**src/rtl/fetch_sequencer.sv**
```systemverilog
// ---------------------------------------------------------------------------
// fetch_sequencer
//
// Drives the fetch-control inputs of the program memory: PC mux select,
// redirect address and the two stall signals. It arbitrates between the boot
// sequence, taken branches, load-use hazards, data-memory wait and halt
// requests. It also produces the IF/ID and ID/EX flush strobes.
//
// All outputs are registered (Moore). The output values are decoded from the
// next state and loaded on the same edge as the state register, so a sampled
// input shows its effect on the very next edge.
//
// Optional build macro: STALL_PERF_CNT_EN
//   When defined, stall_cycles counts the cycles with stall=1 and saturates
//   at 16'hFFFF.
//   When undefined, stall_cycles is tied to zero.
//
// Ports:
//   clk              system clock, rising edge
//   reset            asynchronous active-low reset
//   branch_req       taken branch, held high until branch_ack
//   branch_target    redirect target, stable while branch_req is high
//   load_use_hazard  one-cycle hazard flag from decode
//   dm_busy          data memory not ready
//   halt_req         level halt request
//   resume           pulse that leaves HALT
//   pc_mux_sel       1 = load jump_loc into the PC, 0 = PC+1
//   jump_loc         redirect address (changes only in BOOT / REDIRECT)
//   stall            freeze the PC
//   stall_pm         freeze the program-memory output register
//   flush_if_id      squash the IF/ID register
//   flush_id_ex      squash the ID/EX register (insert a bubble)
//   branch_ack       one-cycle pulse when the redirect is issued
//   stall_timeout    sticky flag, set when MEM_WAIT lasts STALL_MAX cycles
//   state_out        current state, for debug
//   stall_cycles     stall performance counter (optional)
// ---------------------------------------------------------------------------
module fetch_sequencer #(
    parameter int                ADDR_W       = 16,
    parameter logic [ADDR_W-1:0] RESET_VEC    = 16'h0000,
    parameter int                FLUSH_CYCLES = 2,
    parameter int                STALL_MAX    = 15
) (
    input  logic              clk,
    input  logic              reset,
    input  logic              branch_req,
    input  logic [ADDR_W-1:0] branch_target,
    input  logic              load_use_hazard,
    input  logic              dm_busy,
    input  logic              halt_req,
    input  logic              resume,
    output logic              pc_mux_sel,
    output logic [ADDR_W-1:0] jump_loc,
    output logic              stall,
    output logic              stall_pm,
    output logic              flush_if_id,
    output logic              flush_id_ex,
    output logic              branch_ack,
    output logic              stall_timeout,
    output logic [2:0]        state_out,
    output logic [15:0]       stall_cycles
);

    typedef enum logic [2:0] {
        S_BOOT     = 3'd0,
        S_RUN      = 3'd1,
        S_HAZARD   = 3'd2,
        S_MEM_WAIT = 3'd3,
        S_REDIRECT = 3'd4,
        S_FLUSH    = 3'd5,
        S_HALT     = 3'd6
    } state_t;

    // Number of FLUSH cycles that follow REDIRECT.
    localparam logic [2:0] FLUSH_INIT  = 3'(FLUSH_CYCLES - 1);
    localparam logic [7:0] STALL_MAX_C = 8'(STALL_MAX);

    state_t              state_reg, state_next;
    logic                boot_done_reg, boot_done_next;
    logic [2:0]          flush_cnt_reg, flush_cnt_next;
    logic [7:0]          wait_cnt_reg, wait_cnt_next;

    logic                pc_mux_sel_reg, pc_mux_sel_next;
    logic [ADDR_W-1:0]   jump_loc_reg, jump_loc_next;
    logic                stall_reg, stall_next;
    logic                stall_pm_reg, stall_pm_next;
    logic                flush_if_id_reg, flush_if_id_next;
    logic                flush_id_ex_reg, flush_id_ex_next;
    logic                branch_ack_reg, branch_ack_next;
    logic                stall_timeout_reg, stall_timeout_next;

    // -----------------------------------------------------------------------
    // State register, with the output registers and the internal counters
    // -----------------------------------------------------------------------
    always_ff @(posedge clk or negedge reset) begin
        if (!reset) begin
            state_reg         <= S_BOOT;
            boot_done_reg     <= 1'b0;
            flush_cnt_reg     <= '0;
            wait_cnt_reg      <= '0;
            pc_mux_sel_reg    <= 1'b1;
            jump_loc_reg      <= RESET_VEC;
            stall_reg         <= 1'b0;
            stall_pm_reg      <= 1'b1;
            flush_if_id_reg   <= 1'b0;
            flush_id_ex_reg   <= 1'b0;
            branch_ack_reg    <= 1'b0;
            stall_timeout_reg <= 1'b0;
        end else begin
            state_reg         <= state_next;
            boot_done_reg     <= boot_done_next;
            flush_cnt_reg     <= flush_cnt_next;
            wait_cnt_reg      <= wait_cnt_next;
            pc_mux_sel_reg    <= pc_mux_sel_next;
            jump_loc_reg      <= jump_loc_next;
            stall_reg         <= stall_next;
            stall_pm_reg      <= stall_pm_next;
            flush_if_id_reg   <= flush_if_id_next;
            flush_id_ex_reg   <= flush_id_ex_next;
            branch_ack_reg    <= branch_ack_next;
            stall_timeout_reg <= stall_timeout_next;
        end
    end

    // -----------------------------------------------------------------------
    // Next-state logic
    // -----------------------------------------------------------------------
    always_comb begin
        state_next     = state_reg;
        boot_done_next = boot_done_reg;
        flush_cnt_next = flush_cnt_reg;
        wait_cnt_next  = wait_cnt_reg;

        case (state_reg)
            // BOOT spends one edge presenting RESET_VEC with the program
            // memory unfrozen, then moves to RUN on the following edge.
            S_BOOT: begin
                if (!boot_done_reg) begin
                    boot_done_next = 1'b1;
                end else begin
                    state_next = S_RUN;
                end
            end
            // Priority: halt > branch > memory wait > load-use hazard.
            S_RUN: begin
                if (halt_req) begin
                    state_next = S_HALT;
                end else if (branch_req) begin
                    state_next     = S_REDIRECT;
                    flush_cnt_next = FLUSH_INIT;
                end else if (dm_busy) begin
                    state_next    = S_MEM_WAIT;
                    wait_cnt_next = 8'd1;
                end else if (load_use_hazard) begin
                    state_next = S_HAZARD;
                end
            end
            S_HAZARD: begin
                state_next = S_RUN;
            end
            // Nothing but dm_busy is looked at here. A branch that arrives
            // meanwhile stays pending and is taken once the FSM is in RUN.
            S_MEM_WAIT: begin
                if (dm_busy) begin
                    if (wait_cnt_reg != 8'hFF) begin
                        wait_cnt_next = wait_cnt_reg + 8'd1;
                    end
                end else begin
                    state_next = S_RUN;
                end
            end
            // flush_cnt_reg holds the number of FLUSH cycles still to come.
            // No requests are sampled until the FSM is back in RUN.
            S_REDIRECT, S_FLUSH: begin
                if (flush_cnt_reg == 3'd0) begin
                    state_next = S_RUN;
                end else begin
                    state_next     = S_FLUSH;
                    flush_cnt_next = flush_cnt_reg - 3'd1;
                end
            end
            S_HALT: begin
                if (resume) begin
                    state_next = S_RUN;
                end
            end
            default: begin
                state_next = S_BOOT;
            end
        endcase
    end

    // -----------------------------------------------------------------------
    // Output decode, taken from the next state (these values get registered)
    // -----------------------------------------------------------------------
    always_comb begin
        pc_mux_sel_next    = 1'b0;
        jump_loc_next      = jump_loc_reg;
        stall_next         = 1'b0;
        stall_pm_next      = 1'b0;
        flush_if_id_next   = 1'b0;
        flush_id_ex_next   = 1'b0;
        branch_ack_next    = 1'b0;
        stall_timeout_next = stall_timeout_reg;

        case (state_next)
            S_BOOT: begin
                pc_mux_sel_next = 1'b1;
                jump_loc_next   = RESET_VEC;
            end
            S_HAZARD: begin
                stall_next       = 1'b1;
                stall_pm_next    = 1'b1;
                flush_id_ex_next = 1'b1;
            end
            S_MEM_WAIT: begin
                stall_next    = 1'b1;
                stall_pm_next = 1'b1;
                if (wait_cnt_next >= STALL_MAX_C) begin
                    stall_timeout_next = 1'b1;
                end
            end
            S_REDIRECT: begin
                pc_mux_sel_next  = 1'b1;
                jump_loc_next    = branch_target;
                flush_if_id_next = 1'b1;
                flush_id_ex_next = 1'b1;
                branch_ack_next  = 1'b1;
            end
            S_FLUSH: begin
                flush_if_id_next = 1'b1;
            end
            S_HALT: begin
                stall_next    = 1'b1;
                stall_pm_next = 1'b1;
            end
            default: begin
            end
        endcase
    end

    assign pc_mux_sel    = pc_mux_sel_reg;
    assign jump_loc      = jump_loc_reg;
    assign stall         = stall_reg;
    assign stall_pm      = stall_pm_reg;
    assign flush_if_id   = flush_if_id_reg;
    assign flush_id_ex   = flush_id_ex_reg;
    assign branch_ack    = branch_ack_reg;
    assign stall_timeout = stall_timeout_reg;
    assign state_out     = state_reg;

`ifdef STALL_PERF_CNT_EN
    // This counter is incremented from stall_next, so its value already
    // includes the stall cycle that is being presented.
    logic [15:0] stall_cycles_reg;

    always_ff @(posedge clk or negedge reset) begin
        if (!reset) begin
            stall_cycles_reg <= '0;
        end else if (stall_next && (stall_cycles_reg != 16'hFFFF)) begin
            stall_cycles_reg <= stall_cycles_reg + 16'd1;
        end
    end

    assign stall_cycles = stall_cycles_reg;
`else
    assign stall_cycles = 16'h0000;
`endif

endmodule

```
**config.mk**
```make
export PLATFORM = sky130hd
export DESIGN_NAME = fetch_sequencer
export DESIGN_NICKNAME = d
export VERILOG_FILES = /design/src/rtl/fetch_sequencer.sv
export SDC_FILE = /design/constraint.sdc
export NUM_CORES = 1
export LEC_CHECK = 0
export ABC_AREA = 1
export CAP_MARGIN = 25
export CORE_MARGIN = 5
export CORE_UTILIZATION = 50
export DETAILED_ROUTE_END_ITERATION = 8
export GPL_ROUTABILITY_DRIVEN = 0
export PLACE_DENSITY = 0.94
export SETUP_SLACK_MARGIN = 0.4
export SLEW_MARGIN = 20
export SYNTH_ARGS = -nofsm -noshare
export SYNTH_HDL_FRONTEND = slang
export SYNTH_SLANG_ARGS = --single-unit
export TNS_END_PERCENT = 20
```
**constraint.sdc**
```tcl
create_clock -name clk -period 2.48 [get_ports clk]
set_clock_uncertainty 0.05 [all_clocks]
set_input_delay 0.248 -clock clk [delete_from_list [all_inputs] [get_ports clk]]
set_output_delay 0.248 -clock clk [all_outputs]
set_load 0.02 [all_outputs]
```
# Word-level counts from Yosys, hierarchy flattened
# Index checks and enable logic that the tools add are counted.
[totals]
inputBits = 23
regBits = 38
wordCells = 67
[classes]
n_lt_le_gt_ge = 1
addsub = 2
reduce_logical = 12
eq_ne = 15
muxes = 25
[ops]
columns = ["op", "n"]
rows = [
  ["2-to-1 mux 8 bit", 5],
  ["2-to-1 mux 3 bit", 11],
  ["one-hot mux 16 bit (2 select lines)", 1],
  ["== test 3 bit (second input constant)", 6],
  ["one-hot mux 3 bit (6 select lines)", 1],
  ["one-hot mux 8 bit (2 select lines)", 1],
  ["== test 3 x 2 -> 1 bit (second input constant)", 4],
  ["logical NOT 3 bit", 3],
  ["adder 8 x 1 -> 8 bit (second input constant)", 1],
  ["greater-or-equal comparator 8 x 4 -> 1 bit (second input constant)", 1],
  ["inequality test 8 bit (second input constant)", 1],
  ["OR reduction 2 bit", 4],
  ["inequality test 2 bit (second input constant)", 3],
  ["one-hot mux 3 bit (2 select lines)", 1],
  ["2-to-1 mux 1 bit", 5],
  ["AND reduction 4 bit", 1],
  ["nonzero test 2 bit", 2],
  ["== test 3 x 1 -> 1 bit (second input constant)", 1],
  ["OR reduction 3 bit", 1],
  ["subtractor 3 x 1 -> 3 bit (second input constant)", 1],
  ["AND reduction 2 bit", 1],
]

# Logic depth before layout (Yosys ltp)
# Gate-level depths: netlist of run 1.
[depth]
ltp_word = 8
depth_mapped = 14
ltp_nobuf = 14

# Least setup slack after synthesis of run 1
# OpenSTA, ideal clock, no wires.
[synth_timing]
path_kind = "reg-to-reg"
startpoint = "register state_reg[1], in the netlist state_out[1]"
endpoint = "register jump_loc_reg[0], in the netlist jump_loc[0]"
stages_incl_launch_ff = 11
slack_ns = 0.845
setup_time_ns = 0.120
arrival_ns = 1.464
n_path_buf = 1
path_cell_list = "dfrtp_1 -> inv_1 -> nand2_2 -> inv_4 -> nand2_4 -> nor3_2 -> nor3_4 -> inv_2 -> buf_6 -> o21ai_1 -> nand2_1"
[synth_between]
elab_cells_between_ends = 20
cone_classes = "7 x eq/ne; 9 x mux; 4 x reduce/logical"
[synth_rtl]
columns = ["element", "line", "source"]
rows = [
  ["from (decl)", "78", "state_t state_reg, state_next;"],
  ["from (signal assigned)", "110", "state_reg <= state_next;"],
  ["== test 3 bit", "134", "case (state_reg)"],
  ["OR reduction 2 bit", "134", ""],
  ["one-hot mux 3 bit (6 select lines) (*)", "134", ""],
  ["net state_next[0]", "78", ""],
  ["== test 3 bit / logical NOT 3 bit (equally long branches)", "206", "case (state_next)"],
  ["one-hot mux 16 bit (2 select lines) / nonzero test 2 bit (equally long branches)", "n/a", ""],
  ["to (signal assigned)", "115", "jump_loc_reg <= jump_loc_next;"],
  ["to (decl)", "84", "logic [ADDR_W-1:0] jump_loc_reg, jump_loc_next;"],
]
# Mark *: on every way through the listed nets, which the timed path passes. The rest lies on a longest branch.
# A chain may end at the register's enable or synchronous reset.

# Final worst setup path of run 1
[layout_timing]
startpoint = "register wait_cnt_reg[0]"
endpoint = "register stall_timeout_reg, in the netlist stall_timeout"
[layout_between]
elab_chain_cells = 6
elab_cells_between_ends = 10
cone_classes = "1 x add/sub; 1 x order compare; 1 x eq/ne; 6 x mux; 1 x reduce/logical"
[layout_lines]
columns = ["element", "line", "source"]
rows = [
  ["from (decl)", "81", "logic [7:0] wait_cnt_reg, wait_cnt_next;"],
  ["from (signal assigned)", "113", "wait_cnt_reg <= wait_cnt_next;"],
  ["adder 8 x 1 -> 8 bit, or another cell as far along", "166", "wait_cnt_next = wait_cnt_reg + 8'd1;"],
  ["2-to-1 mux 8 bit, on equally long branches", "165, 148", ""],
  ["2-to-1 mux 8 bit, on equally long branches", "164, 146", ""],
  ["one-hot mux 8 bit (2 select lines) (*)", "134", ""],
  ["greater-or-equal comparator 8 x 4 -> 1 bit (*)", "219", "if (wait_cnt_next >= STALL_MAX_C) begin"],
  ["AND reduction 2 bit (no line) (*)", "n/a", ""],
  ["to (signal assigned)", "121", "stall_timeout_reg <= stall_timeout_next;"],
  ["to (decl)", "90", "logic stall_timeout_reg, stall_timeout_next;"],
]
# Every way passes the cells marked *; elsewhere a longest branch is shown, timed or not.

==> results of run 1 <==
[logic make-up after synthesis]
| group | after synthesis | share of synthesized area |
|---|---|---|
| simple gates | 128 | 0.274 |
| buf+inv | 50 | 0.136 |
| flops | 38 | 0.467 |
| compound gates | 34 | 0.0938 |
| fa+ha+maj | 3 | 0.0184 |
| xor+xnor | 2 | 0.00859 |
| other cells | 1 | 0.00184 |
[what timing repair did]
action / 4_1_cts / 5_1_grt
gates resized for setup: 0 / 1
hold endpoints to repair: 0 / 0
hold buffers: 0 / 0
setup endpoints to repair: 0 / 13
[worst paths after layout]
check | start | end | slack, ns | cells after the start
max reg2reg | wait_cnt_reg[0]$_DFF_PN0_ | stall_timeout$_DFFE_PN0P_ | 0.61 | 13
max in group asynchronous | reset | flush_cnt_reg[1]$_DFFE_PN0P_ | 1.86 | 1
min in group clk | boot_done_reg$_DFFE_PN0P_ | boot_done_reg$_DFFE_PN0P_ | 0.41 | 2
min | reset | jump_loc[3]$_DFFE_PN0P_ | -0.002 | 1
min reg2reg | boot_done_reg$_DFFE_PN0P_ | boot_done_reg$_DFFE_PN0P_ | 0.41 | 2
max | wait_cnt_reg[0]$_DFF_PN0_ | stall_timeout$_DFFE_PN0P_ | 0.61 | 13
[synthesized netlist by cell type]
cell type  number
inv_2           4
o22ai_1         1
nand2_1        82
nor3_2          1
nor2_1         15
inv_4           1
buf_4          17
a21oi_1         6
nand3_1        17
buf_2           1
inv_1          24
nor3_1          1
ha_1            3
xor2_1          1
a21boi_2        1
nand2_2         2
o21ai_0        13
buf_6           3
nand4_1         3
o211ai_1        1
nor3_4          1
nor2_2          3
dfstp_2         2
a21oi_2         1
o21ai_1         9
or3_4           1
nand2_4         1
xnor2_1         1
or2_2           1
o21ai_2         2
dfrtp_1        36
conb_1          1
[per-stage QoR]
stage / hold slack [ns] / worst slack (ns) / instances / instance area (sq um)
detailed placement: 0.346 / 0.321 / 348 / 2470
finish: -0.00202 / 0.609 / 356 / 2620
global placement: 0.341 / 0.358 / 348 / 2470
global route: 0.0595 / 0.380 / 356 / 2620
CTS: 0.0261 / 0.517 / 356 / 2610
floorplan: -0.0976 / 0.845 / 271 / 2100
[power groups by stage]
stage | Sequential [mW] | Clock (mW) | Combinational [mW]
3_3_place_gp | 1.05 | 0 | 1.64
3_5_place_dp | 1.07 | 0 | 1.69
6_report | 1.06 | 0.646 | 1.70
2_1_floorplan | 1.26 | 0 | 0.952
5_1_grt | 1.09 | 0.689 | 1.89
4_1_cts | 1.06 | 0.657 | 1.70
[cell type report]
class	count	area, sq um	area share
timing repair buffer	48	475	0.182
multi-input combinational	183	873	0.333
sequential	38	953	0.364
inverter	29	111	0.0425
clock buffer	6	82.6	0.0315
clock inverter	2	60.1	0.0229
tap	50	62.6	0.0239
[routing by layer]
metal,share of wire,wire length [um],track usage
met5,0,0,0
met4,0.011,52,0.0463
met3,0.099,457,0.0766
met2,0.50,2310,0.305
met1,0.39,1800,0.198
[worst max-delay path, delay by kind of cell, from the launching register on]
kind / cells / cell delay (ns)
simple gates: 11 / 0.87
flops: 1 / 0.42
fa+ha+maj: 1 / 0.24
compound gates: 1 / 0.18
==> flow_summary.ini, run 1 <==
[cts]
cts_setup_buffers = 0
numCtsBuffers = 5
clk_latency_ns = 0.29
path_clk_slew_ns = 0.07
cts_root_buf = clkbuf_8
htree_levels = 2
cts.sink_count = 38
cts_buffer_depth = 2
cts_tree = done

[sta]
min_period_ns = 1.87
finalCritPeriodShare = 0.754
max_slew_margin = 0.450
setup_tns_ns = 0
setup_violations = 0
tightest_slew_ns = 0.825
fmax_ghz = 0.535
whs_ns = -0.00202
slew_viol_final = 0
rsz0062_at_grt = yes
hold_viol = 2

[power_and_ir_drop]
p_sw_frac = 0.423
ir_worst_vdd_uv = 813
p_int_mw = 1.96
p_leak_nw = 1.31
seq_power_share = 0.312
p_sw_mw = 1.44
clock_power_share = 0.190
powerDensity_nw_per_um2 = 1300
combPwrFrac = 0.498
totalPowerFinal_mw = 3.41

[synthesis]
synth_top_cell_by_area = dfrtp_1
ys_seq_elements = 38
synth.avg_cell_area_sq_um = 7.97
syn_area_sq_um = 2040
ys_seq_area_frac = 0.467
netlist.area_leader.share = 0.441
syn_inst = 256
ys_top_cells_by_area = dfrtp_1 (44%), nand2_1 (15%), buf_4 (6.3%)
yosys_warnings = 0
synth.distinct_cells = 32

[detailed_routing]
drc_errors = 0
antenna_left = 0
drtIter0Drc = 90
detail_route.wl_per_cell_um = 13.0
drt_first_pass_iters = 4
vias = 1767
via_per_inst = 4.96
drt_wl_total_mm = 4.62

[finish]
largest_register_ffs = 16
final_cell_mix = nand2_1 (82), clkdlybuf4s50_1 (47), dfrtp_1 (36)
diodes = 0
utilization = 0.659
layout_commonest_cell = nand2_1
nNetsFinal = 331
syn2layout_area_growth_pct = 28.3
fillCellCount = 318
drive_gt1_frac = 0.0980

[critical_path]
worst_setup_path_end_kind = flip-flop
critical_path_class = flip-flop to flip-flop
path_cells = ha_1 > nand2_1 > nor2_2 > nand2_2 > nand2_1 > o21ai_0 > nand2_1 > nand2_1 > nand2_1 > nor2_1 > nand2_1 > nand2_1 > nand2_1
cp_common_cell = nand2_1
cp.arrival_ns = 2.00
critical_path_peak_fanout = 7
critPathMaxStageDelay_ns = 0.42
start_kind = flip-flop
cpMaxStageDelayCell = dfrtp_1
required_ns = 2.61

[global_routing]
grt_overflow = 0
grt_antenna_before_repair = 0
track_usage = 0.176
grt_pass1_wl_mm = 7.41
grt_max_degree = 39
first_global_vias = 1731

[place]
dp_hpwl_mm = 3.46
portBuffers = 48

[floorplanning]
dieWidth_um = 73.9
coreArea_sq_um = 3970
dieArea_sq_um = 5460
io_pins = 65
start_util = 0.514
die_y_um = 73.9
std_cell_rows = 23

[flow_run]
max-cap-violations = 0

[min_path]
hp-class = input port to asynchronous set/reset pin

[outcome]
status = finished with violations
violations = negative hold slack
No activity file was read; power rests on OpenSTA's default activity.
==> inputs of run 2 (changes only) <==
CORE_UTILIZATION = 42   (was 50)
PLACE_DENSITY = 0.86   (was 0.94)
clock period = 1.7 ns   (was 2.48 ns; I/O delays follow)
==> flow_summary.ini, run 2 (synthesis gave the netlist of run 1 again) <==
[sta]
tightest_slew_ns = 0.602
setup_ws_ns = -0.0772
hold_viol = 0
fmax_ghz = 0.563
finalCritPeriodShare = 1.05
slew_viol_final = 0
rsz0062_at_grt = yes
min_period_ns = 1.78
setup_violations = 9
max_slew_margin = 0.599

[floorplanning]
io_pins = 65
die_y_um = 79.7
start_util = 0.432
dieWidth_um = 79.7
dieArea_sq_um = 6350
std_cell_rows = 25
coreArea_sq_um = 4720

[global_routing]
grt_antenna_before_repair = 0
track_usage = 0.165
grt_pass1_wl_mm = 8.20
grt_max_degree = 28
first_global_vias = 1883
grt_overflow = 0

[outcome]
status = finished with violations
violations = negative setup slack

[place]
dp_hpwl_mm = 3.68
portBuffers = 48
dp_slack_ns = -0.200
place_inst = 384

[detailed_routing]
drt_wl_total_mm = 6.00
via_per_inst = 4.87
drt_first_pass_iters = 4
detail_route.wl_per_cell_um = 14.7
drtIter0Drc = 121
antenna_left = 0
drc_errors = 0
vias = 1983

[finish]
fin_cells = 407
nNetsFinal = 365
drive_gt1_frac = 0.312
largest_register_ffs = 16
final_cell_mix = nand2_1 (73), clkdlybuf4s50_1 (36), dfrtp_1 (32)
layout_commonest_cell = nand2_1
fillCellCount = 366
syn2layout_area_growth_pct = 55.2
diodes = 0

[critical_path]
start_kind = flip-flop
worst_setup_path_end_kind = flip-flop
critical_path_peak_fanout = 4
crit_start = state_out[0]$_DFF_PN0_
critical_path_class = flip-flop to flip-flop
cp.arrival_ns = 1.96
crit-reg2reg-launch = state_out[0]$_DFF_PN0_
required_ns = 1.88

[power_and_ir_drop]
ir_worst_vdd_uv = 1170
p_leak_nw = 1.65
powerDensity_nw_per_um2 = 1960

[cts]
numCtsBuffers = 5
htree_levels = 2
cts_root_buf = clkbuf_8
cts.sink_count = 38
cts_tree = done
clk_latency_ns = 0.30
cts_buffer_depth = 2
path_clk_slew_ns = 0.08

[min_path]
hp-class = input port to flip-flop
hold_start = branch_target[9]

[flow_run]
max-cap-violations = 0
-- run 2: layout make-up --
type	count	area, sq um	area share
multi-input cells	183	1040	0.328
clock inverters	2	60.1	0.0190
clock buffers	6	82.6	0.0261
inverters	29	136	0.0431
repair inverters	2	13.8	0.00435
well taps	67	83.8	0.0265
repair buffers	80	793	0.250
flip-flops and latches	38	958	0.303
-- run 2: stage by stage --
step / cell area [sq um] / total power [mW] / utilization / TNS [ns] / hold WS (ns)
final: 3170 / 6.22 / 0.670 / -0.233 / 0.351
after global routing: 3170 / 6.61 / 0.670 / -1.32 / 0.358
after CTS: 2860 / 5.34 / 0.605 / 0 / 0.346
after detailed placement: 2660 / 4.29 / 0.562 / -1.11 / 0.154
after global placement: 2660 / 4.20 / 0.562 / -0.371 / 0.147
after floorplan: 2110 / 3.26 / - / 0 / -0.176
-- run 2: worst paths after layout --
kind	depth (start not counted)	to	slack [ns]
worst max-delay path	9	stall_timeout$_DFFE_PN0P_	-0.08
worst min register to register	2	jump_loc[4]$_DFFE_PN0P_	0.43
worst min-delay path	3	jump_loc[9]$_DFFE_PN0P_	0.35
min in group asynchronous	2	jump_loc[1]$_DFFE_PN0P_	0.36
max in group asynchronous	3	jump_loc[15]$_DFFE_PN0P_	0.65
worst max register to register	9	stall_timeout$_DFFE_PN0P_	-0.08
-- run 2: what timing repair did --
action	CTS	global route
hold buffers	1	0
resized for setup	11	73
gates cloned	0	4
endpoints found under the setup margin	59	63
endpoints found under the hold margin	24	0
setup buffers	3	7
pin swaps	5	25
-- run 2: where the power goes --
part	switching (mW)	internal (mW)	leakage, nW
registers	0.287	1.30	0.466
logic	2.06	1.62	1.11
clock network	0.324	0.626	0.0714
total	2.67	3.55	1.65
-- run 2: critical path, stage by stage (launching register included) --
cell	delay (ns)
dfrtp_2	0.45
buf_4	0.16
nor3_1	0.27
inv_1	0.13
nor2_2	0.15
nor3_4	0.09
buf_4	0.16
nor2_2	0.11
nand2_1	0.07
nand2_1	0.07
-- run 2: metal layers --
metal / vias up / wire length [um] / track usage
met2: 82 / 3140 / 0.283
met1: 949 / 2240 / 0.183
met5: - / 0 / 0
met4: 0 / 108 / 0.0704
met3: 12 / 507 / 0.0609
li1: 940 / - / -
==> inputs of run 3 (changes only) <==
CORE_UTILIZATION = 46   (was 42)
PLACE_DENSITY = 0.89   (was 0.86)
clock period = 1.95 ns   (was 1.7 ns; I/O delays follow)
==> flow_summary.ini, run 3 (synthesis gave the netlist of run 1 again) <==
[finish]
final_cell_area_sq_um = 2870
fillCellCount = 345
utilization = 0.664
largest_register_ffs = 16
diodes = 0
layout_commonest_cell = nand2_1
drive_gt1_frac = 0.219
syn2layout_area_growth_pct = 40.8
nNetsFinal = 349
final_cell_mix = nand2_1 (78), clkdlybuf4s50_1 (46), dfrtp_1 (32)

[critical_path]
cp.arrival_ns = 1.46
r2r_slack_ns = 0.28
critical_path_peak_fanout = 5
cpMaxStageDelayCell = clkdlybuf4s50_1
critical_path_buf_inv_count = 2
crit-reg2reg-launch = wait_cnt_reg[1]$_DFF_PN0_
timing.rr.end = stall_timeout$_DFFE_PN0P_
start_kind = flip-flop
required_ns = 1.70
path_cells = buf_4 > clkdlybuf4s50_1
critPathMaxStageDelay_ns = 0.60
worstRegToRegCells = 11
worst_setup_path_end_kind = output pin
crit_family = buffers and inverters
critical_path_class = flip-flop to output pin

[sta]
setup_tns_ns = 0
fmax_ghz = 0.585
hold_viol = 0
finalCritPeriodShare = 0.877
slew_viol_final = 0
rsz0062_at_grt = yes
min_period_ns = 1.71
setup_violations = 0

[place]
portBuffers = 48
dp_hpwl_mm = 3.59
place_area_sq_um = 2540

[floorplanning]
start_util = 0.472
die_y_um = 76.6
dieArea_sq_um = 5870
io_pins = 65
std_cell_rows = 24
coreArea_sq_um = 4320
dieWidth_um = 76.6

[cts]
cts_root_buf = clkbuf_8
cts_tree = done
cts.sink_count = 38
cts_buffer_depth = 2
clk_latency_ns = 0.29
htree_levels = 2
path_clk_slew_ns = 0.08
numCtsBuffers = 5

[power_and_ir_drop]
ir_worst_vdd_uv = 1190
p_leak_nw = 1.42
powerDensity_nw_per_um2 = 1590
totalPowerFinal_mw = 4.56

[detailed_routing]
drt_wl_total_mm = 5.31
via_per_inst = 5.06
vias = 1902
drtIter0Drc = 174
detail_route.wl_per_cell_um = 14.1
drc_errors = 0
drt_first_pass_iters = 5
antenna_left = 0

[global_routing]
first_global_vias = 1885
grt_overflow = 0
grt_antenna_before_repair = 0
grt_pass1_wl_mm = 8.20
track_usage = 0.170
grt_max_degree = 27

[min_path]
hp-class = input port to asynchronous set/reset pin

[flow_run]
max-cap-violations = 0

[outcome]
status = completed
## run 3: worst max path at each step
stage	from	endpoint	slack, ns	cells after the start
floorplan	flush_cnt_reg[0]$_DFFE_PN0P_	jump_loc[0]$_DFFE_PN0P_	0.37	12
CTS	wait_cnt_reg[0]$_DFF_PN0_	stall_timeout$_DFFE_PN0P_	0.30	13
global route	wait_cnt_reg[1]$_DFF_PN0_	stall_timeout$_DFFE_PN0P_	0.12	11
global placement	dm_busy	stall_timeout$_DFFE_PN0P_	0.12	12
finish	state_out[2]$_DFF_PN0_	state_out[2]	0.24	2
detailed placement	branch_req	stall_timeout$_DFFE_PN0P_	0.01	13
## run 3: where the power goes
group	switching (mW)	internal, mW	total [mW]
combinational	1.51	1.11	2.62
clock	0.289	0.291	0.580
sequential	0.227	1.13	1.36
total	2.03	2.53	4.56
## run 3: worst reg2reg max path, stage by stage, from the launching register on
cell	delay [ns]
dfrtp_1	0.43
ha_4	0.20
nand2_4	0.09
nor2_4	0.06
a21oi_2	0.14
nand3_1	0.11
a21oi_2	0.19
nand2_1	0.07
nor2_1	0.09
nand2_1	0.05
nand2_1	0.05
nand2_1	0.04
## run 3: metal layers
metal	share of wire	vias up	wire length [um]	track usage
met5	0	-	0	0
met4	0.018	0	98	0.0490
met1	0.38	888	2030	0.190
li1	-	909	-	-
met3	0.11	15	569	0.0804
met2	0.49	90	2610	0.289
## run 3: final cells by class
type | count | area [sq um] | area share
clock inverters | 2 | 16.3 | 0.00566
multi-input cells | 183 | 990 | 0.345
flip-flops and latches | 38 | 958 | 0.334
well taps | 52 | 65.1 | 0.0226
clock buffers | 6 | 82.6 | 0.0287
inverters | 29 | 119 | 0.0414
repair buffers | 66 | 642 | 0.223
## run 3: per-stage QoR
stage	hold slack [ns]	setup WS, ns	instances
after CTS	0.251	0.295	369
after global placement	0.0436	0.117	356
after detailed placement	0.0449	0.0102	356
after global routing	0.263	0.124	376
final	0.251	0.240	376
after floorplan	-0.151	0.374	271
## run 3: timing repair
item | 4_1_cts | 5_1_grt
gates resized for setup | 8 | 30
hold endpoints to repair | 12 | 0
cloned | 0 | 1
setup endpoints to repair | 26 | 40
buffers inserted | 4 | 6
hold buffers | 1 | 0
pin swaps | 1 | 10
